[src/rtl/instr_loader_if.sv]
// Byte-stream handshake between a host byte source and the loader.
// master: byte_in/byte_valid/byte_last out, byte_ready in; slave: the reverse.
interface instr_loader_if;
  logic [7:0] byte_in;
  logic       byte_valid;
  logic       byte_last;
  logic       byte_ready;

  modport master (
    output byte_in,
    output byte_valid,
    output byte_last,
    input  byte_ready
  );

  modport slave (
    input  byte_in,
    input  byte_valid,
    input  byte_last,
    output byte_ready
  );
endinterface

[src/rtl/instr_loader.sv]
// Program loader: packs a big-endian byte stream into 32-bit words and
// writes them to consecutive word addresses of instruction memory.
// Ports: clk, rst_n (async low), start pulse, bs (byte stream slave),
// mem_we/mem_addr/mem_wdata write port, busy/done/error status and
// word_count (program words written, fill words excluded).
// Build option LOADER_NOP_FILL_EN: after the last program word, pad the
// rest of memory with 32'h00000000 (NOP) before raising done.
module instr_loader #(
  parameter int ADDR_W = 8
) (
  input  logic              clk,
  input  logic              rst_n,
  input  logic              start,
  instr_loader_if.slave     bs,
  output logic              mem_we,
  output logic [ADDR_W-1:0] mem_addr,
  output logic [31:0]       mem_wdata,
  output logic              busy,
  output logic              done,
  output logic              error,
  output logic [ADDR_W-2:0] word_count
);

  localparam logic [2:0] S_IDLE  = 3'd0;
  localparam logic [2:0] S_RECV  = 3'd1;
  localparam logic [2:0] S_WRITE = 3'd2;
  localparam logic [2:0] S_DONE  = 3'd3;
`ifdef LOADER_NOP_FILL_EN
  localparam logic [2:0] S_FILL  = 3'd4;
  localparam logic [ADDR_W-1:0] TOP = ~ADDR_W'(3);
`endif

  logic [2:0]        state;
  logic [ADDR_W-1:0] addr;
  logic [ADDR_W-1:0] addr_nxt;
  logic [1:0]        idx;
  logic [31:0]       word;
  logic              last_seen;
  logic              wrap;
  logic              accept;

  assign addr_nxt = addr + ADDR_W'(4);
  assign wrap     = (addr_nxt == '0);
  assign accept   = bs.byte_valid && (state == S_RECV);

  always_ff @(posedge clk or negedge rst_n) begin
    if (!rst_n) begin
      state      <= S_IDLE;
      addr       <= '0;
      idx        <= '0;
      word       <= '0;
      last_seen  <= 1'b0;
      error      <= 1'b0;
      word_count <= '0;
    end else begin
      case (state)
        S_IDLE, S_DONE: begin
          if (start) begin
            state      <= S_RECV;
            addr       <= '0;
            idx        <= '0;
            word       <= '0;
            last_seen  <= 1'b0;
            error      <= 1'b0;
            word_count <= '0;
          end
        end
        S_RECV: begin
          if (accept) begin
            unique case (idx)
              2'd0: word[31:24] <= bs.byte_in;
              2'd1: word[23:16] <= bs.byte_in;
              2'd2: word[15:8]  <= bs.byte_in;
              2'd3: word[7:0]   <= bs.byte_in;
            endcase
            idx <= idx + 2'd1;
            if (idx == 2'd3 || bs.byte_last) begin
              state     <= S_WRITE;
              last_seen <= bs.byte_last;
            end
          end
        end
        S_WRITE: begin
          addr       <= addr_nxt;
          word_count <= word_count + (ADDR_W-1)'(1);
          idx        <= '0;
          word       <= '0;
          if (last_seen) begin
`ifdef LOADER_NOP_FILL_EN
            state <= wrap ? S_DONE : S_FILL;
`else
            state <= S_DONE;
`endif
          end else if (wrap) begin
            error <= 1'b1;
            state <= S_DONE;
          end else begin
            state <= S_RECV;
          end
        end
`ifdef LOADER_NOP_FILL_EN
        // word is already cleared, so mem_wdata carries the NOP
        S_FILL: begin
          addr <= addr_nxt;
          if (addr == TOP) state <= S_DONE;
        end
`endif
        default: state <= S_IDLE;
      endcase
    end
  end

  always_comb begin
    mem_we = 1'b0;
    busy   = 1'b0;
    done   = 1'b0;
    unique case (1'b1)
      (state == S_RECV):  busy = 1'b1;
      (state == S_WRITE): begin
        busy   = 1'b1;
        mem_we = 1'b1;
      end
`ifdef LOADER_NOP_FILL_EN
      (state == S_FILL): begin
        busy   = 1'b1;
        mem_we = 1'b1;
      end
`endif
      (state == S_DONE):  done = 1'b1;
      default: ;
    endcase
  end

  assign bs.byte_ready = (state == S_RECV);
  assign mem_addr      = addr;
  assign mem_wdata     = word;

endmodule
[src/flat_wrapper.sv]
// flat-port wrapper written by rule: the top's interface ports become plain ports
module instr_loader_flat 
#(
  parameter int ADDR_W = 8
)
  (clk, rst_n, start, mem_we, mem_addr, mem_wdata, busy, done, error, word_count, bs_byte_in, bs_byte_valid, bs_byte_last, bs_byte_ready);
  instr_loader_if bs_i ();
  input  logic clk;
  input  logic rst_n;
  input  logic start;
  output logic mem_we;
  output logic [ADDR_W-1:0] mem_addr;
  output logic [31:0] mem_wdata;
  output logic busy;
  output logic done;
  output logic error;
  output logic [ADDR_W-2:0] word_count;
  input wire logic [$bits(bs_i.byte_in)-1:0] bs_byte_in;
  input wire logic [$bits(bs_i.byte_valid)-1:0] bs_byte_valid;
  input wire logic [$bits(bs_i.byte_last)-1:0] bs_byte_last;
  output wire logic [$bits(bs_i.byte_ready)-1:0] bs_byte_ready;
  assign bs_i.byte_in = bs_byte_in;
  assign bs_i.byte_valid = bs_byte_valid;
  assign bs_i.byte_last = bs_byte_last;
  assign bs_byte_ready = bs_i.byte_ready;
  instr_loader #(.ADDR_W(ADDR_W)) u_core (.clk(clk), .rst_n(rst_n), .start(start), .bs(bs_i), .mem_we(mem_we), .mem_addr(mem_addr), .mem_wdata(mem_wdata), .busy(busy), .done(done), .error(error), .word_count(word_count));
endmodule
[config.mk]
export PLATFORM = sky130hd
export DESIGN_NAME = instr_loader_flat
export DESIGN_NICKNAME = d
export VERILOG_FILES = /design/src/rtl/instr_loader_if.sv /design/src/rtl/instr_loader.sv /design/src/flat_wrapper.sv
export SDC_FILE = /design/constraint.sdc
export NUM_CORES = 1
export LEC_CHECK = 0
export CORE_MARGIN = 2
export CORE_UTILIZATION = 34
export CTS_CLUSTER_SIZE = 24
export DETAILED_ROUTE_END_ITERATION = 7
export PLACE_DENSITY = 0.66
export SKIP_LAST_GASP = 1
export SLEW_MARGIN = 40
export SYNTH_ARGS = -nofsm -noshare
export SYNTH_HDL_FRONTEND = slang
export SYNTH_SLANG_ARGS = --single-unit
[constraint.sdc]
create_clock -name clk -period 2.75 [get_ports clk]
set_input_delay 0.55 -clock clk [delete_from_list [all_inputs] [get_ports clk]]
set_output_delay 0.55 -clock clk [all_outputs]
set_load 0.005 [all_outputs]
[Word-level counts from Yosys, hierarchy flattened]
Index checks and enable logic that the tools add are counted.
Word-level totals
  register bits after elaboration: 54
  logic and storage cells: 77
  output and inout bits: 52
  input bits: 13
Operators by class
  muxes and demuxes: 30
  add/subtract/negate cells: 3
  reductions and logical operators: 19
  equal/unequal tests: 15
Operators with widths (count)
  case mux 32 bit (3 select lines): 1
  2-to-1 mux 32 bit: 2
  2-to-1 mux 8 bit: 5
  AND reduction 4 bit: 6
  case mux 8 bit (2 select lines): 1
  != test 2 x 1 -> 1 bit, second input constant: 7
  case mux 7 bit (2 select lines): 1
  2-to-1 mux 3 bit: 4
  case mux 3 bit (3 select lines): 1
  adder 8 x 3 -> 8 bit, second input constant: 1
  zero test 8 bit: 1
  2-to-1 mux 1 bit: 8
  adder 7 x 1 -> 7 bit, second input constant: 1
  2-to-1 mux 7 bit: 1
  equality test 3 x 2 -> 1 bit, second input constant: 2
  2-to-1 mux 2 bit: 3
  case mux 2 bit (3 select lines): 1
  AND reduction 3 bit: 2
  equality test 2 bit, second input constant: 2
  != test 2 bit, second input constant: 2
  case mux 1 bit (2 select lines): 2
  nonzero test 2 bit: 2
  OR reduction 2 bit: 2
  equality test 3 x 1 -> 1 bit, second input constant: 1
  other kinds (8): 8

[Longest topological paths before layout]
Gate-level depths: netlist of the first run.
  depth after elaboration: 5
  depth in mapped cells: 8
  depth with buffers taken out: 6

[Worst setup path before layout of the first run]
Ideal clock, no wire load.
  path type: reg-to-reg
  start point: reg u_core.state[0]
  end point: reg u_core.addr[7], in the netlist u_core.mem_addr[7]
  path slack: 941 ps
  buffers on the path: 1
  period minus slack after synthesis: 1809 ps
  data required time: 2684 ps
  setup time: 66 ps
  arrival: 1742 ps
  stages on the path, launching flop included: 8
  cells stage by stage: dfrtp_1 -> inv_1 -> ha_1 -> nor2b_1 -> buf_2 -> or4_1 -> nand2_1 -> a22o_1
On the way
  longest elaborated chain between the ends: 4
  elaborated cells on any way between the ends: 8
  those cells by class: eq/ne: 3; mux: 1; reduce/logical: 4
RTL lines
  start: declaration: RTL line instr_loader.sv:33  | logic [2:0] state;
  start signal: assignment: RTL line instr_loader.sv:48  | state <= S_IDLE;
  start signal: assignment: RTL line instr_loader.sv:59  | state <= S_RECV;
  start signal: assignment: RTL line instr_loader.sv:78  | state <= S_WRITE;
  equality test 3 x 2 -> 1 bit / zero test 3 bit (equally long branches): RTL line instr_loader.sv:56  | case (state)
  OR reduction 2 bit: RTL line instr_loader.sv:56
  != test 2 bit (no source line) / nonzero test 2 bit (equally long branches)
  AND reduction 2 bit (no source line)
  end signal: assignment: RTL line instr_loader.sv:84  | addr <= addr_nxt;
  end: declaration: RTL line instr_loader.sv:34  | logic [ADDR_W-1:0] addr;
Parallel ways exist; a longest one is shown, timed or not.
A chain may end at the register's enable or synchronous reset.

[Worst setup path after layout of the first run]
  start point: reg u_core.state[0]
  end point: out busy
On the way
  longest elaborated chain between the ends: 3
  elaborated cells on any way between the ends: 4
  those cells by class: eq/ne: 2; mux: 1; reduce/logical: 1
RTL lines
  equality test 3 x 1 -> 1 bit / equality test 3 x 2 -> 1 bit (equally long branches): RTL line instr_loader.sv:118, instr_loader.sv:119
  OR reduction 2 bit (no source line) (*)
  2-to-1 mux 1 bit (*): RTL line instr_loader.sv:117  | unique case (1'b1)
  end: declaration: RTL line flat_wrapper.sv:14  | output logic busy;
Mark *: on every way between the ends. The rest lies on a longest branch, timed or not.

==> results of run 1 <==
-- layer usage --
| metal | part of all wire [%] | GRT usage (%) | up-vias |
|---|---|---|---|
| met2 | 44 | 25.1 | 94 |
| met5 | 0 | 0 | - |
| li1 | - | - | 1147 |
| met4 | 1.3 | 4.04 | 0 |
| met1 | 47 | 23.2 | 1138 |
| met3 | 7.4 | 3.46 | 7 |
-- synth_stat cells --
cell and count:
buf_6 1, buf_1 6, o32ai_1 1, a41oi_1 1, buf_2 7, a21oi_1 5, nand2_1 72, a22o_1 4
nor2b_1 6, a32oi_1 2, nand3_1 40, ha_1 12, nor3b_2 1, dfrtp_1 51, inv_1 6, buf_4 2
xnor2_1 4, mux2i_1 6, a21o_1 3, conb_1 1, nor2_1 5, a21boi_0 1, nand2b_1 3, or4_1 1
o21ai_1 2, nand4_1 1, o21ai_0 7, clkbuf_1 8, or3_1 3, a41o_1 1, o211ai_1 32, nor3_1 6
-- per-stage QoR --
step / cells / cell area (sq um)
floorplan: 302 / 2710
global placement: 448 / 3410
detailed placement: 448 / 3410
CTS: 455 / 3520
global route: 455 / 3520
finish: 455 / 3520
-- kinds of logic (layout without fill, tap and decap cells) --
| group | after synthesis | count (layout) | share of synthesized area [%] |
|---|---|---|---|
| AO/OA/AOI/OAI | 59 | 59 | 15.6 |
| XOR/XNOR | 4 | 4 | 1.30 |
| adder cells (fa/ha/maj) | 12 | 12 | 5.56 |
| buffers and inverters | 30 | 81 | 5.05 |
| flip-flops | 51 | 51 | 47.2 |
| multiplexers | 6 | 6 | 2.22 |
| other | 1 | 2 | 0.139 |
| AND/OR/NAND/NOR | 138 | 138 | 23.0 |
-- power by group through the flow --
stage	clock, uW	combinational (uW)	sequential, uW
after global routing	564	2070	1320
after global placement	0	1830	1280
final	517	1860	1280
after floorplan	0	1030	1270
after detailed placement	0	1870	1290
after CTS	539	1880	1280
-- cell usage in the layout, fill, tap and decap left out, drive strengths merged, types with 5 or more instances in the layout --
cell type	n
mux2i	6
nor3	6
nand3	40
clkbuf	5
ha	12
nand2	72
clkdlybuf4s50	61
dfrtp	51
o21ai	9
inv	6
nor2b	6
nor2	5
a21oi	5
buf	7
o211ai	32
-- flip-flops by register name (all words and copies together), names as in the netlist --
register	cells
u_core.error	1
u_core.state	2
u_core.mem_addr	6
u_core.idx	2
u_core.word_count	7
u_core.last_seen	1
u_core.mem_wdata	32
-- worst paths after layout --
path / depth (start not counted) / slack, ns / start / endpoint
setup / recovery: 4 / 0.36 / u_core.state[0] / busy
min in group clk: 2 / 0.53 / u_core.mem_wdata[16] / u_core.mem_wdata[16]
max in group asynchronous: 2 / 1.93 / rst_n / u_core.mem_wdata[16]
hold reg to reg: 2 / 0.53 / u_core.mem_wdata[16] / u_core.mem_wdata[16]
setup reg to reg: 6 / 0.70 / u_core.state[0] / u_core.last_seen
hold / removal: 1 / 0.25 / rst_n / u_core.mem_wdata[31]
-- cell type report --
cell class	count	area share, %
sequential	51	36.3
tap	102	3.63
inverter	6	0.640
clock buffer	5	1.96
multi-input combinational	221	36.9
timing repair buffer	68	19.5
clock inverter	2	1.07
-- worst max-delay path: cells and delay by family, from the launching register on --
family | cells | cell delay, ns
fa+ha+maj | 1 | 0.40
buf+inv | 3 | 0.74
flops | 1 | 0.40
==> metrics.yaml, run 1 <==
setup_tns_ns: 0
ctsHoldBuffers: 0
clk_latency_ns: 0.30
worstPathArrival_ns: 1.84
power.leakage_uw: 0.00142
drv_cap: 0
io_buffers: 62
finalHoldViolCount: 0
overflow: 0
syn_to_final_growth_pct: 30.1
path_max_fanout: 7
worstMarginPinSlew_ns: 0.636
nNetsFinal: 378
core_area_sq_um: 7730
cts.htree.levels: 2
setup_viol: 0
grtUsageTotal_pct: 16.2
start_kind: "flop"
ys_seq_area_share_pct: 47.2
clock-sinks: 51
grt_first_pass_wirelength_um: 11400
critPathCaptureType: "output pin"
min_path_type: "in -> async"
finalWirelength_um: 6680
power-per-cell-area_nw_per_um2: 1040
ant_nets: 0
finalPower_uw: 3660
post_cts_buffers: 0
fill_cells: 752
power_frac_seq_pct: 35.0
critPathKind: "reg -> out"
switching_share_pct: 40.3
multi_input_area_sq_um: 1300
drt_first_pass_iters: 5
fin_util_pct: 45.5
num_io_pins: 65
vdd_ir_drop_max_uv: 554
netlist_top_cells_area: "dfrtp_1, nand2_1, o211ai_1"
finalMaxSlewViolations: 0
min_period_ns: 2.39
antenna_cells: 0
clock.fmax_mhz: 419
wl_per_cell_um: 14.7
cts_root_buf: "clkbuf_8"
power_frac_comb_pct: 50.9
cts.path.max_buffers: 2
rsz0062_at_grt: "no"
drcViolationCount: 0
switching_power_uw: 1480
whs_ns: 0.253
yosys_warnings: 0
ys_ff_latch: 51
rows: 32
grt_max_degree: 68
synthesis.instances: 301
die-width_um: 93.2
timing.critical_path.cells: "inv_1 > ha_1 > inv_1 > clkdlybuf4s50_1"
seq_area_sq_um: 1280
yosys.cell_types.count: 32
cts_buffers: 5
dpl_worst_slack_ns: 0.589
drive_above_1_share_pct: 4.53
status: "complete, no violations"
gp_congestion: 0.818
cp_slowest_cell: "clkdlybuf4s50_1"
dp_hpwl_um: 4650
cts_tree: "built"
drt_iter0_drc: 141
grt_pass1_vias: 2380
max_stage_delay_ns: 0.51
syn_avg_cell_area_sq_um: 8.98
initial_utilization_pct: 35.0
die-area_sq_um: 8680
slew_headroom_pct: 57.6
vias: 2386
worstPathRequired_ns: 2.20
antenna_found_initial: 0
min_period_over_period_pct: 86.8
fp.dieH_um: 93.2
synth_area_sq_um: 2700
skew_ns: 0.00965
via_per_inst: 5.24
p_int_uw: 2180
yosysTopAreaCellShare_pct: 47.2
postLayoutSetupSlackWorst_ns: 0.364
ctsResizeCount: 0
crit_path_frequent_cell: "inv_1"
clockPowerShare_pct: 14.1
clk_pin_slew_ns: 0.10
yosysTopAreaCell: "dfrtp_1"
(Power assumes the default switching activity.)
==> run 2, diff against run 1 <==
SLEW_MARGIN = default   (was 40)
==> results of run 2 <==
No change in the layout: final DEF, timing and power equal those of run 1.
==> run 3, diff against run 2 <==
--- a/config.mk
+++ b/config.mk
@@ -7,3 +7,3 @@
 export LEC_CHECK = 0
-export CORE_MARGIN = 2
+export CORE_MARGIN = 3
 export CORE_UTILIZATION = 34
@@ -16 +16,2 @@
 export SYNTH_SLANG_ARGS = --single-unit
+export TNS_END_PERCENT = 5
==> constraint.sdc (replaced) <==
create_clock -name clk -period 2.75 [get_ports clk]
set_input_delay 0.825 -clock clk [delete_from_list [all_inputs] [get_ports clk]]
set_output_delay 0.825 -clock clk [all_outputs]
set_load 0.005 [all_outputs]
==> metrics.yaml, run 3 (synthesized netlist as in run 1, its figures left out) <==
core_area_sq_um: 7490
clock.fmax_mhz: 380
vias: 2352
power-per-cell-area_nw_per_um2: 1030
fp.dieH_um: 95.2
start_kind: "flop"
place_inst: 446
finalHoldViolCount: 0
rows: 31
syn_to_final_growth_pct: 29.5
rsz0062_at_grt: "no"
clock-sinks: 51
critPathCaptureType: "output pin"
final_cells: 454
worstPathArrival_ns: 1.80
drt_iter0_drc: 173
grt_max_degree: 68
post_cts_buffers: 0
worstPathRequired_ns: 1.93
io_buffers: 62
initial_utilization_pct: 36.1
skew_ns: 0.0156
overflow: 0
wl_per_cell_um: 14.5
postLayoutSetupSlackWorst_ns: 0.121
layout_commonest_cell: "nand2_1"
cts_buffers: 5
drive_above_1_share_pct: 5.35
clk_pin_slew_ns: 0.11
cts.htree.levels: 2
finalMaxSlewViolations: 0
ctsHoldBuffers: 0
drt_first_pass_iters: 4
largest_register_ffs: 32
whs_ns: 0.311
die-width_um: 95.2
dpl_worst_slack_ns: 0.272
mostFrequentLayoutCells: "nand2_1, clkdlybuf4s50_1, dfrtp_1"
grt_first_pass_wirelength_um: 11200
critPathKind: "reg -> out"
vdd_ir_drop_max_uv: 599
slew_headroom_pct: 60.3
grt_pass1_vias: 2227
dp_hpwl_um: 4720
nNetsFinal: 379
gp_congestion: 0.775
min_path_type: "in -> async"
power.leakage_uw: 0.00142
grtUsageTotal_pct: 15.4
cts.path.max_buffers: 2
drv_cap: 0
num_io_pins: 65
drcViolationCount: 0
die-area_sq_um: 9050
antenna_found_initial: 0
ant_nets: 0
cts_root_buf: "clkbuf_8"
setup_viol: 0
min_period_over_period_pct: 95.6
worstMarginPinSlew_ns: 0.594
clk_latency_ns: 0.32
min_period_ns: 2.63
cts_tree: "built"
antenna_cells: 0
via_per_inst: 5.18
status: "complete, no violations"
path_max_fanout: 7
setup_tns_ns: 0
finalWirelength_um: 6590
fin_util_pct: 46.7
[run 3: cell count changes in the layout (fill, tap and decap cells not counted), sizes merged]
| cell | before | now |
|---|---|---|
| bufinv | 1 | 0 |
| buf | 7 | 8 |
| inv | 6 | 8 |
| clkinv | 0 | 1 |
| clkinvlp | 1 | 0 |
[run 3: area by class of cell]
cell class / instances / area [sq um]
Clock inverter: 3 / 26.3
Inverter: 6 / 22.5
Fill cell: 702 / 3990
Timing Repair Buffer: 69 / 681
Tap cell: 99 / 124
Sequential cell: 51 / 1280
Clock buffer: 5 / 68.8
Multi-Input combinational cell: 221 / 1300
[run 3: worst paths after layout]
check                               startpoint              endpoint  slack [ns]  depth (start not counted)
max                            u_core.state[0]                  busy        0.12                          4
max in group asynchronous                rst_n  u_core.word_count[3]        1.82                          2
min in group clk           u_core.mem_wdata[9]   u_core.mem_wdata[9]        0.53                          2
min                                      rst_n  u_core.mem_wdata[28]        0.31                          1
max reg2reg                    u_core.state[1]  u_core.mem_wdata[27]        0.74                          6
min reg2reg                u_core.mem_wdata[9]   u_core.mem_wdata[9]        0.53                          2
[run 3: power breakdown]
| part | switching (uW) | leakage, uW | internal, uW |
|---|---|---|---|
| clock | 281 | 0.0000491 | 188 |
| combinational | 960 | 0.000678 | 892 |
| sequential | 260 | 0.000690 | 1020 |
| total | 1500 | 0.00142 | 2100 |
[run 3: per-layer routing]
layer | up-vias | global-route usage [%] | share of wire [%]
li1 | 1150 | - | -
met1 | 1115 | 21.9 | 47
met2 | 82 | 23.8 | 45
met3 | 5 | 3.71 | 7.6
met4 | 0 | 3.61 | 0.79
met5 | - | 0 | 0
[run 3: what timing repair did]
item,4_1_cts,5_1_grt
setup endpoints to repair,0,1
resized for setup,0,1
hold endpoints to repair,0,0
[run 3: through the flow]
stage	power (uW)	cell area, sq um
6_report	3600	3500
5_1_grt	3900	3500
4_1_cts	3630	3500
3_5_place_dp	3160	3400
3_3_place_gp	3120	3400
2_1_floorplan	2290	2710
[run 3: critical path: stages, from the launching register on]
cell and delay, ns:
dfrtp_1 0.43, inv_1 0.12, ha_2 0.32, inv_1 0.12, clkdlybuf4s50_1 0.51
